===== config.mk =====
export PLATFORM = sky130hd
export DESIGN_NAME = dmem_ctrl
export DESIGN_NICKNAME = d
export VERILOG_FILES = /design/src/rtl/dmem_ctrl.sv
export SDC_FILE = /design/constraint.sdc
export NUM_CORES = 1
export LEC_CHECK = 0
export ABC_AREA = 1
export ABC_CLOCK_PERIOD_IN_PS = 1300
export BUFFER_PORTS_ARGS = -buffer_cell sky130_fd_sc_hd__buf_4
export CAP_MARGIN = 5
export CORE_AREA = 5 5 103 105
export CTS_CLUSTER_SIZE = 25
export DETAILED_ROUTE_END_ITERATION = 12
export DIE_AREA = 0 0 108 110
export MAX_ROUTING_LAYER = met4
export PLACE_DENSITY = 0.66
export SKIP_LAST_GASP = 1
export SYNTH_ARGS = -nofsm -noshare
export SYNTH_HDL_FRONTEND = slang
export SYNTH_SLANG_ARGS = --single-unit

===== constraint.sdc =====
create_clock -name clk -period 1.3 [get_ports clk]
set_input_delay 0.13 -clock clk [delete_from_list [all_inputs] [get_ports clk]]
set_output_delay 0.13 -clock clk [all_outputs]
set_load 0.05 [all_outputs]

===== src/rtl/dmem_ctrl.sv =====
// -----------------------------------------------------------------------------
// dmem_ctrl
// Data-memory access controller for the cqu_mips pipeline. Shares a single-port
// data RAM (1-cycle read latency) between the MEM-stage load/store port (p_*)
// and an auxiliary loader/debug port (a_*). Each access walks IDLE -> ACCESS ->
// RESP, so the requester sees its done pulse two cycles after being sampled.
//
// Optional build macro: DMEM_CTRL_FAIRNESS_EN
//   defined   : a starve counter lets aux win after STARVE_MAX consecutive
//               pipeline grants made while aux was waiting.
//   undefined : strict pipeline priority, aux may starve.
//
// Ports
//   clk, rstn                    clock, asynchronous active-low reset
//   p_req/p_we/p_addr/p_wdata    pipeline request (byte address, [1:0] ignored)
//   p_rdata/p_done               pipeline load data / one-cycle completion pulse
//   stall                        p_req & ~p_done (combinational)
//   a_req/a_we/a_addr/a_wdata    aux request
//   a_rdata/a_done               aux load data / completion pulse
//   ram_en/ram_we/ram_addr/ram_wdata  RAM strobe, write enable, word addr, data
//   ram_rdata                    RAM read data, valid the cycle after a read
// -----------------------------------------------------------------------------
module dmem_ctrl #(
  parameter int ADDR_W     = 10,
  parameter int STARVE_MAX = 4
) (
  input  logic              clk,
  input  logic              rstn,
  input  logic              p_req,
  input  logic              p_we,
  input  logic [31:0]       p_addr,
  input  logic [31:0]       p_wdata,
  output logic [31:0]       p_rdata,
  output logic              p_done,
  output logic              stall,
  input  logic              a_req,
  input  logic              a_we,
  input  logic [31:0]       a_addr,
  input  logic [31:0]       a_wdata,
  output logic [31:0]       a_rdata,
  output logic              a_done,
  output logic              ram_en,
  output logic              ram_we,
  output logic [ADDR_W-1:0] ram_addr,
  output logic [31:0]       ram_wdata,
  input  logic [31:0]       ram_rdata
);

  typedef enum logic [1:0] {
    IDLE   = 2'd0,
    ACCESS = 2'd1,
    RESP   = 2'd2
  } state_t;

  state_t              state_r, state_nxt_s;
  logic                grant_s;      // an arbitration is made this cycle
  logic                grant_a_s;    // ... and aux is the winner
  logic                sel_we_s;
  logic [29:0]         sel_word_s;
  logic [31:0]         sel_wdata_s;
  logic                sel_in_range_s;

  logic                gnt_a_r;
  logic                we_r;
  logic                in_range_r;
  logic                ram_en_r, ram_we_r;
  logic [ADDR_W-1:0]   ram_addr_r;
  logic [31:0]         ram_wdata_r;
  logic                p_done_r, a_done_r;
  logic [31:0]         p_rdata_s, a_rdata_s;

  // Byte-offset bits carry no information for word accesses.
  logic unused_s;
  assign unused_s = ^{p_addr[1:0], a_addr[1:0], 3'(STARVE_MAX)};

`ifdef DMEM_CTRL_FAIRNESS_EN
  logic [2:0] starve_cnt_r;
  logic       starve_max_s;
  assign starve_max_s = (starve_cnt_r == 3'(STARVE_MAX));
`endif

  // State register.
  always_ff @(posedge clk or negedge rstn) begin
    if (!rstn) state_r <= IDLE;
    else       state_r <= state_nxt_s;
  end

  // Next-state logic and arbitration.
  always_comb begin
    state_nxt_s = state_r;
    grant_s     = 1'b0;
    grant_a_s   = 1'b0;
    case (state_r)
      IDLE: begin
        if (p_req || a_req) begin
          grant_s     = 1'b1;
          state_nxt_s = ACCESS;
`ifdef DMEM_CTRL_FAIRNESS_EN
          grant_a_s   = a_req & (~p_req | starve_max_s);
`else
          grant_a_s   = ~p_req;
`endif
        end else begin
          state_nxt_s = IDLE;
        end
      end
      ACCESS:  state_nxt_s = RESP;
      RESP:    state_nxt_s = IDLE;
      default: state_nxt_s = IDLE;
    endcase
  end

  // Request of the arbitration winner; the range check keeps the RAM from
  // aliasing addresses beyond its depth.
  always_comb begin
    if (grant_a_s) begin
      sel_we_s    = a_we;
      sel_word_s  = a_addr[31:2];
      sel_wdata_s = a_wdata;
    end else begin
      sel_we_s    = p_we;
      sel_word_s  = p_addr[31:2];
      sel_wdata_s = p_wdata;
    end
    sel_in_range_s = (sel_word_s[29:ADDR_W] == {(30-ADDR_W){1'b0}});
  end

  // Latched transaction attributes needed in RESP.
  always_ff @(posedge clk or negedge rstn) begin
    if (!rstn) begin
      gnt_a_r    <= 1'b0;
      we_r       <= 1'b0;
      in_range_r <= 1'b0;
    end else if (grant_s) begin
      gnt_a_r    <= grant_a_s;
      we_r       <= sel_we_s;
      in_range_r <= sel_in_range_s;
    end else begin
      gnt_a_r    <= gnt_a_r;
      we_r       <= we_r;
      in_range_r <= in_range_r;
    end
  end

  // RAM strobes are loaded on the grant edge so they are high exactly during
  // ACCESS; an asynchronous reset in ACCESS clears them before the RAM edge.
  always_ff @(posedge clk or negedge rstn) begin
    if (!rstn) begin
      ram_en_r    <= 1'b0;
      ram_we_r    <= 1'b0;
      ram_addr_r  <= {ADDR_W{1'b0}};
      ram_wdata_r <= 32'h0000_0000;
    end else if (grant_s) begin
      ram_en_r    <= sel_in_range_s;
      ram_we_r    <= sel_in_range_s & sel_we_s;
      ram_addr_r  <= sel_word_s[ADDR_W-1:0];
      ram_wdata_r <= sel_wdata_s;
    end else begin
      ram_en_r    <= 1'b0;
      ram_we_r    <= 1'b0;
      ram_addr_r  <= {ADDR_W{1'b0}};
      ram_wdata_r <= 32'h0000_0000;
    end
  end

  // Done pulses: high for the single RESP cycle of the granted port.
  always_ff @(posedge clk or negedge rstn) begin
    if (!rstn) begin
      p_done_r <= 1'b0;
      a_done_r <= 1'b0;
    end else begin
      p_done_r <= (state_r == ACCESS) & ~gnt_a_r;
      a_done_r <= (state_r == ACCESS) &  gnt_a_r;
    end
  end

`ifdef DMEM_CTRL_FAIRNESS_EN
  // Starve counter: counts pipeline grants that made a waiting aux lose.
  always_ff @(posedge clk or negedge rstn) begin
    if (!rstn) begin
      starve_cnt_r <= 3'd0;
    end else if (grant_s && grant_a_s) begin
      starve_cnt_r <= 3'd0;
    end else if (grant_s && a_req) begin
      starve_cnt_r <= starve_cnt_r + 3'd1;
    end else if ((state_r == IDLE) && !a_req) begin
      starve_cnt_r <= 3'd0;
    end else begin
      starve_cnt_r <= starve_cnt_r;
    end
  end
`endif

  // Read data is steered straight from the RAM in RESP (it only becomes valid
  // then); out-of-range reads and writes return zero.
  always_comb begin
    p_rdata_s = 32'h0000_0000;
    a_rdata_s = 32'h0000_0000;
    if ((state_r == RESP) && !we_r && in_range_r) begin
      if (gnt_a_r) a_rdata_s = ram_rdata;
      else         p_rdata_s = ram_rdata;
    end else begin
      p_rdata_s = 32'h0000_0000;
      a_rdata_s = 32'h0000_0000;
    end
  end

  assign p_rdata   = p_rdata_s;
  assign a_rdata   = a_rdata_s;
  assign p_done    = p_done_r;
  assign a_done    = a_done_r;
  assign stall     = p_req & ~p_done_r;
  assign ram_en    = ram_en_r;
  assign ram_we    = ram_we_r;
  assign ram_addr  = ram_addr_r;
  assign ram_wdata = ram_wdata_r;

endmodule


# --- Yosys cells after proc, flatten, opt, wreduce, memory -nomap -nowiden ---
# Cells that the tools add are included.
totals:
  regBits: 51
  latch_bits: 0
  ramBits: 0
  romBits: 0
  input_bits: 166
  out_inout_bits: 111
  elab_cells: 42
  mem_count: 0
op_classes:
  n_addsub: 0
  multipliers: 0
  n_div: 0
  magnitude_cmp: 0
  eq_ne: 2
  shift: 0
  mux: 17
  bitwise_logic: 7
  reduce_logical: 6
op_table:
  columns: ["operator", "count"]
  rows:
  - ["$mux 32", 6]
  - ["$mux 30", 1]
  - ["$logic_not 20->1", 1]
  - ["$mux 10", 1]
  - ["$mux 1", 8]
  - ["$and 1x1->1", 4]
  - ["$pmux 2 s2", 1]
  - ["$not 1->1", 3]
  - ["$eq 2x1->1 const B", 1]
  - ["$eq 2x2->1 const B", 1]
  - ["$logic_and 1x1->1", 2]
  - ["$logic_not 2->1", 1]
  - ["$logic_not 1->1", 1]
  - ["$logic_or 1x1->1", 1]

# --- Depth between registers and ports, before layout ---
# Gate-level depths: netlist of the first run.
depth:
  word_depth: 7
  ltp_mapped: 8
  depth_no_buf: 8

# --- Worst setup path after synthesis of the first run ---
# No wires, ideal clock.
synth_timing:
  path_kind: "register -> output"
  from: "register state_r[1]"
  to: "output port a_rdata[10]"
  arrival_ps: 1569
  t_required_ps: 1170
  slack_ps: -399
  stages_incl_launch_ff: 6
  n_path_buf: 1
  cell_sequence: "dfrtp_1 -> nand2_2 -> nor3_2 -> nand2_2 -> buf_6 -> nor2_1"
synth_between:
  elab_chain_len: 4
synth_rtl:
  columns: ["element", "line_no", "rtl"]
  rows:
  - ["from (decl)", "55", "state_t state_r, state_nxt_s;"]
  - ["from (signal assigned)", "85", "else state_r <= state_nxt_s;"]
  - ["$eq 2x2->1", "199", "if ((state_r == RESP) && !we_r && in_range_r) begin"]
  - ["$logic_and 1x1->1 (2 in series)", "199", null]
  - ["$mux 32", "199", null]
  - ["to (decl)", "40", "output logic [31:0] a_rdata,"]
# Every way passes these cells.

# --- Final worst setup path of the first run ---
layout_timing:
  from: "register state_r[0]"
  to: "output port a_rdata[7]"
# Same word-level chain as after synthesis.

==> results.py, run 1 <==
metrics = {
    "min_path": {
        "min_path_type": "in -> reg",
        "min_from": "a_addr[6]",
    },
    "cts": {
        "htreeDepth": 2,
        "cts_buffer_depth": 2,
        "cts_tree": "yes",
        "cts.sinks": 51,
        "cts-root-buf": "clkbuf_8",
        "cts_made_buffers": 5,
        "clock_latency_ns": 0.31,
        "clk_pin_slew_worst_paths_ns": 0.11,
    },
    "sta": {
        "tightest_slew_ns": 0.640,
        "fin_ws_ns": -0.376,
        "rsz0062_at_grt": "yes",
        "fmax_mhz": 597,
        "clock_skew_ns": 0.0109,
        "setup_viol": 111,
        "hold_slack_ns": 0.0305,
        "relSlewSlack_pct": 57.2,
        "period_minus_slack_ns": 1.68,
        "min_period_over_period_pct": 129,
        "final_hold_viol_count": 0,
        "maxSlewViolCount": 0,
    },
    "logic_synthesis": {
        "async_flop_share_pct": 100,
        "synth_area_leader_cell": "dfrtp_1",
        "ys_warn_count": 0,
        "synthAdderAreaFrac_pct": 0,
        "synth-seq-area-share_pct": 49.3,
        "yosys.area_share.simple_pct": 31.1,
        "syn-num-nets": 528,
        "synth-seq-cells": 51,
        "avgSynthCellArea_um2": 7.15,
        "syn-cell-area_um2": 2590,
        "synth_top_area_share_pct": 49.3,
        "netlist-cell-type-count": 19,
        "synth_top_cells_by_area": "dfrtp_1, nor2_1, o21ai_0",
        "synth_edf_count": 0,
        "ys.flop_type": "dfrtp_1",
        "synth_compound_area_share_pct": 9.04,
        "synth_top_family_by_area": "simple AND/OR/NAND/NOR gates",
        "synth_cells": 362,
        "synthMuxAreaShare_pct": 0,
        "synth_xor_area_share_pct": 0,
    },
    "cells_and_area": {
        "drive_gt1_share_pct": 67.5,
        "final_common_cell": "buf_4",
        "nets": 827,
        "final_cell_mix": "buf_4, nor2_2, nor2_1, buf_6, dfrtp_1",
        "stdcell_area_um2": 6170,
        "final_cells": 797,
        "syn_to_final_growth_pct": 138,
        "post-route-util_pct": 64.6,
    },
    "drt": {
        "routed.top_layer": "met4",
        "route.final.wire_length_um": 13000,
        "via_per_inst": 4.38,
        "dr_wl_met3_um": 956,
        "antenna_left": 0,
        "wl_met2_um": 7250,
        "wl_met1_um": 4440,
        "drc": 0,
        "drt-initial-drc-count": 229,
        "routedWlPerCell_um": 16.3,
        "dr.pass1.iters": 4,
        "route.vias.total": 3494,
    },
    "outcome": {
        "violations": "negative setup slack",
        "status": "complete, but fails checks",
    },
    "power_and_ir_drop": {
        "p_sw_share_pct": 46.8,
        "power_frac_clock_pct": 10.3,
        "p_comb_share_pct": 65.0,
        "power.leakage_nw": 3.12,
        "peakVddDrop_v": 0.00105,
        "p_per_area_nw_per_um2": 1570,
        "p_total_mw": 9.71,
        "p_sw_mw": 4.54,
        "p_int_mw": 5.16,
        "seqPwrFrac_pct": 24.7,
    },
    "critical_path": {
        "arrival_ns": 1.55,
        "r2r_start": "state_r[0]",
        "required_ns": 1.17,
        "startpoint": "state_r[0]",
        "critPathCaptureType": "output pin",
        "cp_max_fo": 32,
        "path_class": "reg -> out",
        "cp-start-kind": "flop",
    },
    "flow_run": {
        "cap_violations": 0,
    },
    "global_routing": {
        "grt_use_total_pct": 22.1,
        "grt_pass1_vias": 3805,
        "grt-ovfl-total": 0,
        "grt_pass1_wl_um": 19700,
        "grt_max_degree": 33,
        "antenna_found_initial": 2,
    },
    "floorplan": {
        "die_y_um": 110,
        "num_rows": 36,
        "fp.coreArea_um2": 9550,
        "die_w_um": 108,
        "io_pins": 277,
        "die-area_um2": 11900,
        "initial_core_util_pct": 27.1,
    },
    "placement": {
        "placed_cells": 764,
        "dpl.hpwl_um": 9400,
        "gp_routability_congestion": 0.751,
        "dpl_cell_area_um2": 5050,
        "portBuffers": 272,
    },
}
## logic make-up after synthesis
| kind of cell | after synthesis |
|---|---|
| compound gates | 46 |
| buf+inv | 57 |
| flops | 51 |
| simple gates | 208 |
## synthesized netlist by cell type (2+ instances only)
library cell	count
o21ai_0	40
nor3_1	2
inv_1	38
buf_2	7
clkbuf_1	2
clkbuf_2	2
nand3_1	2
buf_6	6
nor2_1	180
nand2_1	18
nand2_2	4
dfrtp_1	51
o21ai_1	4
## power groups by stage
stage | sequential (mW) | combinational (mW) | clock [mW]
CTS | 2.39 | 6.41 | 1.02
floorplan | 4.27 | 0.937 | 0
global route | 2.45 | 6.65 | 1.07
global placement | 2.40 | 4.66 | 0
finish | 2.40 | 6.31 | 0.998
detailed placement | 2.42 | 4.71 | 0
## final cells by class
cell class              count  area (um^2)
diodes                      2         5.00
repair buffers            309         2890
flip-flops and latches     51         1280
multi-input cells         255         1580
well taps                 133          166
inverters                  39          151
clock inverters             2         16.3
clock buffers               6         82.6
fillers                   791         3380
## what timing repair did
item / in CTS / in global routing
gates cloned: 12 / 0
hold buffers: 1 / 0
endpoints found under the hold margin: 20 / 0
setup endpoints to repair: 104 / 112
gates resized for setup: 159 / 29
setup buffers: 12 / 4
pin swaps: 28 / 6
## worst max-delay path: stages (launching register included)
cell and delay, ns:
dfrtp_1 0.41, nor3_4 0.23, nand2_2 0.09, buf_12 0.19, nor2_2 0.13, buf_6 0.17
## state kept, by name (all words and copies together) (netlist names)
register	count
ram_addr	10
ram_we	1
p_done	1
ram_wdata	32
we_r	1
in_range_r	1
a_done	1
ram_en	1
state_r	2
gnt_a_r	1
## metal layers
metal	up-vias	GRT usage, %
li1	1694	-
met1	1618	22.8
met2	161	41.2
met3	21	4.83
met4	0	7.94
met5	-	-
## per-stage QoR
stage | setup slack (ns) | setup TNS [ns]
after floorplan | -0.184 | -10.59
after global placement | -0.0680 | -0.979
after detailed placement | -0.0873 | -2.20
after CTS | -0.385 | -34.29
after global routing | -0.454 | -37.32
final | -0.376 | -29.52
## path summary, 6_finish.rpt
kind | end | slack (ns) | depth (start not counted)
worst min-delay path | ram_addr[4] | 0.03 | 3
max in group asynchronous | ram_wdata[18] | 0.58 | 3
min in group asynchronous | ram_wdata[25] | 0.24 | 2
worst min register to register | p_done | 0.50 | 1
worst max-delay path | a_rdata[7] | -0.38 | 5
worst max register to register | ram_wdata[12] | -0.26 | 8
(Power assumes the default switching activity.)
==> run 2: changes to the inputs <==
--- a/config.mk
+++ b/config.mk
@@ -15,6 +15,7 @@
 export DIE_AREA = 0 0 108 110
 export MAX_ROUTING_LAYER = met4
 export PLACE_DENSITY = 0.66
+export SETUP_SLACK_MARGIN = 0.05
 export SKIP_LAST_GASP = 1
 export SYNTH_ARGS = -nofsm -noshare
 export SYNTH_HDL_FRONTEND = slang
==> run 2 against run 1 <==
  * The run still ends with negative setup slack left
  * Combinational power decreased by 19%
  * Die area is the same
  * Via count shrank 4.2%
  * Register-to-register slack gained 0.09 ns
  * Count of clock-buffer cells in the layout unchanged
  * Final cell count shrank 2.0%
  * Clock skew is 0.00099 ns lower
  * Clock power down 2%
  * Non-clock buffer count shrank 15
  * Setup slack improved by 0.0088 ns
  * Sequential power about the same
  * Sequential cell count unchanged
==> results.py, run 2 (synthesis gave the netlist of run 1 again) <==
metrics = {
    "outcome": {
        "status": "complete, but fails checks",
        "violations": "negative setup slack",
    },
    "sta": {
        "relSlewSlack_pct": 80.0,
        "setup_viol": 111,
        "setup-tns-final_ns": -25.63,
        "fmax_mhz": 600,
        "clock_skew_ns": 0.00992,
        "rsz0062_at_grt": "yes",
        "final_hold_viol_count": 0,
        "maxSlewViolCount": 0,
        "fin_ws_ns": -0.367,
        "tightest_slew_ns": 0.300,
        "min_period_over_period_pct": 128,
        "period_minus_slack_ns": 1.67,
    },
    "cts": {
        "cts_tree": "yes",
        "cts.sinks": 51,
        "cts_buffer_depth": 2,
        "clk_pin_slew_worst_paths_ns": 0.10,
        "clock_latency_ns": 0.31,
        "htreeDepth": 2,
        "cts-root-buf": "clkbuf_8",
        "cts_made_buffers": 5,
    },
    "flow_run": {
        "cap_violations": 0,
    },
    "drt": {
        "route.final.wire_length_um": 11800,
        "drt-initial-drc-count": 175,
        "route.vias.total": 3347,
        "dr.pass1.iters": 6,
        "antenna_left": 0,
        "via_per_inst": 4.29,
        "routedWlPerCell_um": 15.1,
        "drc": 0,
    },
    "power_and_ir_drop": {
        "power.leakage_nw": 3.01,
        "peakVddDrop_v": 0.000927,
        "p_per_area_nw_per_um2": 1510,
    },
    "placement": {
        "dpl.hpwl_um": 9400,
        "portBuffers": 272,
        "gp_routability_congestion": 0.751,
    },
    "critical_path": {
        "cp-start-kind": "flop",
        "slowest_stage": "dfrtp_1",
        "arrival_ns": 1.54,
        "worstPathCellList": "nor3_4 -> nand2_2 -> buf_12 -> nor2_2 -> buf_6",
        "cp_max_fo": 32,
        "required_ns": 1.17,
        "critPathCaptureType": "output pin",
        "path_class": "reg -> out",
        "critPathMaxStageDelay_ns": 0.41,
    },
    "floorplan": {
        "fp.coreArea_um2": 9550,
        "die_w_um": 108,
        "die_y_um": 110,
        "num_rows": 36,
        "io_pins": 277,
        "die-area_um2": 11900,
        "initial_core_util_pct": 27.1,
    },
    "min_path": {
        "min_path_type": "in -> reg",
    },
    "cells_and_area": {
        "nets": 811,
        "post-route-util_pct": 58.6,
        "syn_to_final_growth_pct": 116,
        "final_cell_mix": "buf_4, nor2_1, buf_6, nor2_2, dfrtp_1",
        "largest_reg_flops": 32,
        "final_common_cell": "buf_4",
        "drive_gt1_share_pct": 58.7,
    },
    "global_routing": {
        "grt_max_degree": 33,
        "grt_pass1_wl_um": 17200,
        "grt_use_met2_pct": 35.9,
        "antenna_found_initial": 2,
        "grt-ovfl-total": 0,
        "grt_use_total_pct": 19.0,
        "met1_usage_pct": 19.7,
        "grt_pass1_vias": 3385,
        "busiest_layer": "met2",
        "met3_usage_pct": 4.31,
    },
}
## run 2: cell count changes in the layout (fill, tap and decap cells not counted), sizes merged
cell,change
clkbuf,+4
nand2,-1
buf,-19
## run 2: per-layer routing
layer | vias to the layer above | wire length [um]
li1 | 1657 | -
met1 | 1515 | 4000
met2 | 160 | 6510
met3 | 15 | 1050
met4 | 0 | 262
met5 | - | 0
## run 2: worst max-delay path, delay by kind of cell (launching register included)
| kind | cells | cell delay (ns) |
|---|---|---|
| and+or+nand+nor | 3 | 0.44 |
| buffers and inverters | 2 | 0.36 |
| DFF | 1 | 0.41 |
## run 2: path summary, 6_finish.rpt
path / start / slack, ns / to / cells past startpoint
max reg2reg: state_r[1] / -0.17 / ram_addr[0] / 8
min reg2reg: gnt_a_r / 0.50 / p_done / 1
max: state_r[0] / -0.37 / a_rdata[2] / 5
min in group asynchronous: rstn / 0.24 / ram_addr[5] / 2
min: a_addr[5] / 0.04 / ram_addr[3] / 3
max in group asynchronous: rstn / 0.59 / ram_wdata[18] / 3
## run 2: stage by stage
step	instances	setup WS (ns)	cell area (um^2)	power (mW)	hold slack, ns
detailed placement	764	-0.0873	5050	7.13	0.0468
floorplan	362	-0.184	2770	5.20	-0.166
finish	781	-0.367	5600	8.45	0.0410
global placement	764	-0.0680	5050	7.06	0.0355
global route	781	-0.468	5600	8.91	0.0408
CTS	773	-0.385	5420	8.16	0.0383
## run 2: layout make-up
class	instances	area, um^2
diodes	2	5.00
clock buffers	6	82.6
clock inverters	2	16.3
fillers	853	3950
inverters	39	151
multi-input cells	254	1270
flip-flops and latches	51	1280
well taps	133	166
repair buffers	294	2630
## run 2: what timing repair did
| item | CTS | global route |
|---|---|---|
| endpoints found under the hold margin | 20 | 0 |
| pin swaps | 3 | 3 |
| resized for setup | 68 | 13 |
| setup buffers | 1 | 2 |
| gates cloned | 0 | 4 |
| endpoints found under the setup margin | 111 | 111 |
| hold buffers | 1 | 0 |
## run 2: where the power goes
part	switching (mW)	leakage, nW	internal (mW)
logic	3.24	2.30	1.84
registers	0.225	0.660	2.16
clock network	0.545	0.0474	0.436
total	4.01	3.01	4.44
==> run 3: changes to the inputs <==
--- a/config.mk
+++ b/config.mk
@@ -5,16 +5,13 @@
 export SDC_FILE = /design/constraint.sdc
 export NUM_CORES = 1
 export LEC_CHECK = 0
-export ABC_AREA = 1
 export ABC_CLOCK_PERIOD_IN_PS = 1300
 export BUFFER_PORTS_ARGS = -buffer_cell sky130_fd_sc_hd__buf_4
-export CAP_MARGIN = 5
-export CORE_AREA = 5 5 103 105
+export CORE_AREA = 5 5 105 107
 export CTS_CLUSTER_SIZE = 25
 export DETAILED_ROUTE_END_ITERATION = 12
-export DIE_AREA = 0 0 108 110
+export DIE_AREA = 0 0 110 112
 export MAX_ROUTING_LAYER = met4
-export PLACE_DENSITY = 0.66
 export SETUP_SLACK_MARGIN = 0.05
 export SKIP_LAST_GASP = 1
 export SYNTH_ARGS = -nofsm -noshare
==> run 3 against run 2 <==
  * The run still ends with negative setup slack left
  * Combinational power is 14% higher
  * Count of clock-buffer cells in the layout is 1 lower
  * Global-route usage is 1.9 points lower
  * Critical endpoint is now p_rdata[30]
==> results.py, run 3 <==
metrics = {
    "critical_path": {
        "critPathCaptureType": "output pin",
        "cp-start-kind": "flop",
        "ff2ff_path_depth": 4,
        "r2r_end": "ram_wdata[25]",
        "arrival_ns": 1.63,
        "required_ns": 1.17,
        "slowest_stage": "dfrtp_1",
        "cp_max_fo": 32,
        "r2r_start": "state_r[1]",
        "startpoint": "state_r[1]",
        "worstPathCellList": "buf_6 -> nand3_4 -> nor3_2 -> buf_12 -> and2_4 -> buf_4",
        "reg2reg_slack_ns": -0.43,
        "path_class": "reg -> out",
        "critPathMaxStageDelay_ns": 0.38,
    },
    "logic_synthesis": {
        "synth_top_area_share_pct": 52.5,
        "synth_area_leader_cell": "dfrtp_1",
        "async_flop_share_pct": 100,
        "ys_warn_count": 0,
        "syn-num-nets": 378,
        "avgSynthCellArea_um2": 11.5,
        "synth_commonest_cells": "and2_1, dfrtp_1, o221a_2",
        "synth-seq-area-share_pct": 52.5,
        "ys.flop_type": "dfrtp_1",
        "yosysMostFrequentCell": "and2_1",
        "netlist-cell-type-count": 20,
        "synth_edf_count": 0,
        "synth_top_cells_by_area": "dfrtp_1, o221a_2, and2_1",
        "synth-seq-cells": 51,
        "synth_cells": 212,
        "syn-cell-area_um2": 2430,
    },
    "placement": {
        "dpl_cell_area_um2": 4900,
        "dpl.hpwl_um": 8720,
        "gp_routability_congestion": 0.844,
        "placed_cells": 615,
        "portBuffers": 272,
    },
    "drt": {
        "drt-initial-drc-count": 93,
        "dr.pass1.iters": 4,
        "drc": 0,
        "routedWlPerCell_um": 17.6,
        "antenna_left": 0,
        "route.final.wire_length_um": 11100,
        "route.vias.total": 2887,
        "via_per_inst": 4.56,
    },
    "power_and_ir_drop": {
        "power.leakage_nw": 2.76,
        "p_per_area_nw_per_um2": 1680,
        "peakVddDrop_v": 0.00115,
    },
    "global_routing": {
        "grt-ovfl-total": 0,
        "met3_usage_pct": 3.94,
        "met1_usage_pct": 19.2,
        "antenna_found_initial": 0,
        "grt_pass1_vias": 3102,
        "grt_use_total_pct": 17.1,
        "busiest_layer": "met2",
        "grt_use_met2_pct": 30.1,
        "grt_max_degree": 36,
        "grt_pass1_wl_um": 16000,
    },
    "sta": {
        "relSlewSlack_pct": 81.4,
        "setup_viol": 111,
        "fin_ws_ns": -0.460,
        "period_minus_slack_ns": 1.76,
        "rsz0062_at_grt": "yes",
        "clock_skew_ns": 0.00502,
        "maxSlewViolCount": 0,
        "fmax_mhz": 568,
        "tightest_slew_ns": 0.276,
        "min_period_over_period_pct": 135,
        "final_hold_viol_count": 0,
    },
    "min_path": {
        "holdPathStages": 2,
        "holdPathEnd": "ram_wdata[14]",
        "min_path_type": "in -> reg",
        "min_from": "a_wdata[14]",
    },
    "cells_and_area": {
        "multi_input_area_um2": 1270,
        "final_common_cell": "buf_4",
        "post-route-util_pct": 53.9,
        "drive_gt1_share_pct": 84.1,
        "syn_to_final_growth_pct": 123,
        "stdcell_area_um2": 5420,
        "final_cells": 633,
        "diodes": 0,
        "seqCellArea_um2": 1280,
        "nets": 662,
        "fill_cells": 883,
        "largest_reg_flops": 32,
        "final_cell_mix": "buf_4, and2_4, dfrtp_1, o221a_2, buf_8",
    },
    "floorplan": {
        "fp.coreArea_um2": 10000,
        "die_y_um": 112,
        "die_w_um": 110,
        "initial_core_util_pct": 24.2,
        "io_pins": 277,
        "die-area_um2": 12300,
        "num_rows": 37,
    },
    "cts": {
        "cts_buffer_depth": 2,
        "clock_latency_ns": 0.30,
        "cts_tree": "yes",
        "htreeDepth": 2,
        "cts_made_buffers": 5,
        "clk_pin_slew_worst_paths_ns": 0.10,
        "cts.sinks": 51,
        "cts-root-buf": "clkbuf_8",
    },
    "flow_run": {
        "cap_violations": 0,
    },
    "outcome": {
        "status": "complete, but fails checks",
        "violations": "negative setup slack",
    },
}
[run 3: cell count changes after synthesis, sizes merged, moves of 12 or more]
cell | previous run | this run
inv | 39 | 2
buf | 14 | 2
clkbuf | 4 | 18
and2 | 0 | 66
o21ai | 45 | 2
o221a | 0 | 42
nor2 | 181 | 4
nand2 | 22 | 2
[run 3: worst max path at each step]
| stage | to | slack (ns) | depth (start not counted) |
|---|---|---|---|
| after global placement | ram_addr[5] | -0.42 | 3 |
| after global routing | p_rdata[0] | -0.55 | 6 |
| after floorplan | in_range_r | -0.33 | 5 |
| final | p_rdata[30] | -0.46 | 6 |
| after CTS | a_rdata[5] | -0.47 | 7 |
| after detailed placement | ram_wdata[0] | -0.45 | 3 |
[run 3: worst max-delay path: cells and delay by family, from the launching register on]
family	cells	cell delay [ns]
buffers and inverters	3	0.53
AND/OR/NAND/NOR	3	0.41
flip-flops	1	0.38
[run 3: what timing repair did]
item | CTS | global route
endpoints found under the hold margin | 51 | 0
cloned | 2 | 3
setup buffers | 1 | 3
endpoints found under the setup margin | 111 | 111
resized for setup | 71 | 12
pin swaps | 15 | 19
hold buffers | 1 | 0
[run 3: per-stage QoR]
stage	setup WS (ns)	power, mW	setup TNS, ns	hold WS (ns)
after floorplan	-0.329	5.97	-17.52	-0.166
after global placement	-0.416	7.89	-27.04	0.00662
after detailed placement	-0.447	7.93	-29.62	0.0101
after CTS	-0.473	8.98	-49.06	0.0827
after global routing	-0.546	9.53	-53.35	0.0740
final	-0.460	9.12	-46.33	0.0891
[run 3: layout make-up]
cell class / count / area share (%)
clock inverters: 3 / 0.347
clock buffers: 5 / 1.27
repair buffers: 297 / 48.0
inverters: 3 / 0.208
flip-flops and latches: 51 / 23.6
multi-input cells: 138 / 23.4
well taps: 136 / 3.14
[run 3: logic make-up after synthesis]
group / count (synthesis) / share of synthesized area (%)
AND/OR/NAND/NOR: 91 / 22.9
flip-flops: 51 / 52.5
AO/OA/AOI/OAI: 47 / 21.0
buffers and inverters: 23 / 3.66
[run 3: power by group]
group	leakage (nW)	total (mW)	internal, mW	switching [mW]
Combinational	2.06	5.78	2.18	3.61
Sequential	0.658	2.42	2.20	0.215
Clock	0.0483	0.916	0.380	0.536
[run 3: metal layers]
layer / vias up / wire length [um]
met1: 1362 / 4060
met5: - / 0
met4: 0 / 171
met2: 161 / 5860
met3: 14 / 1050
li1: 1350 / -
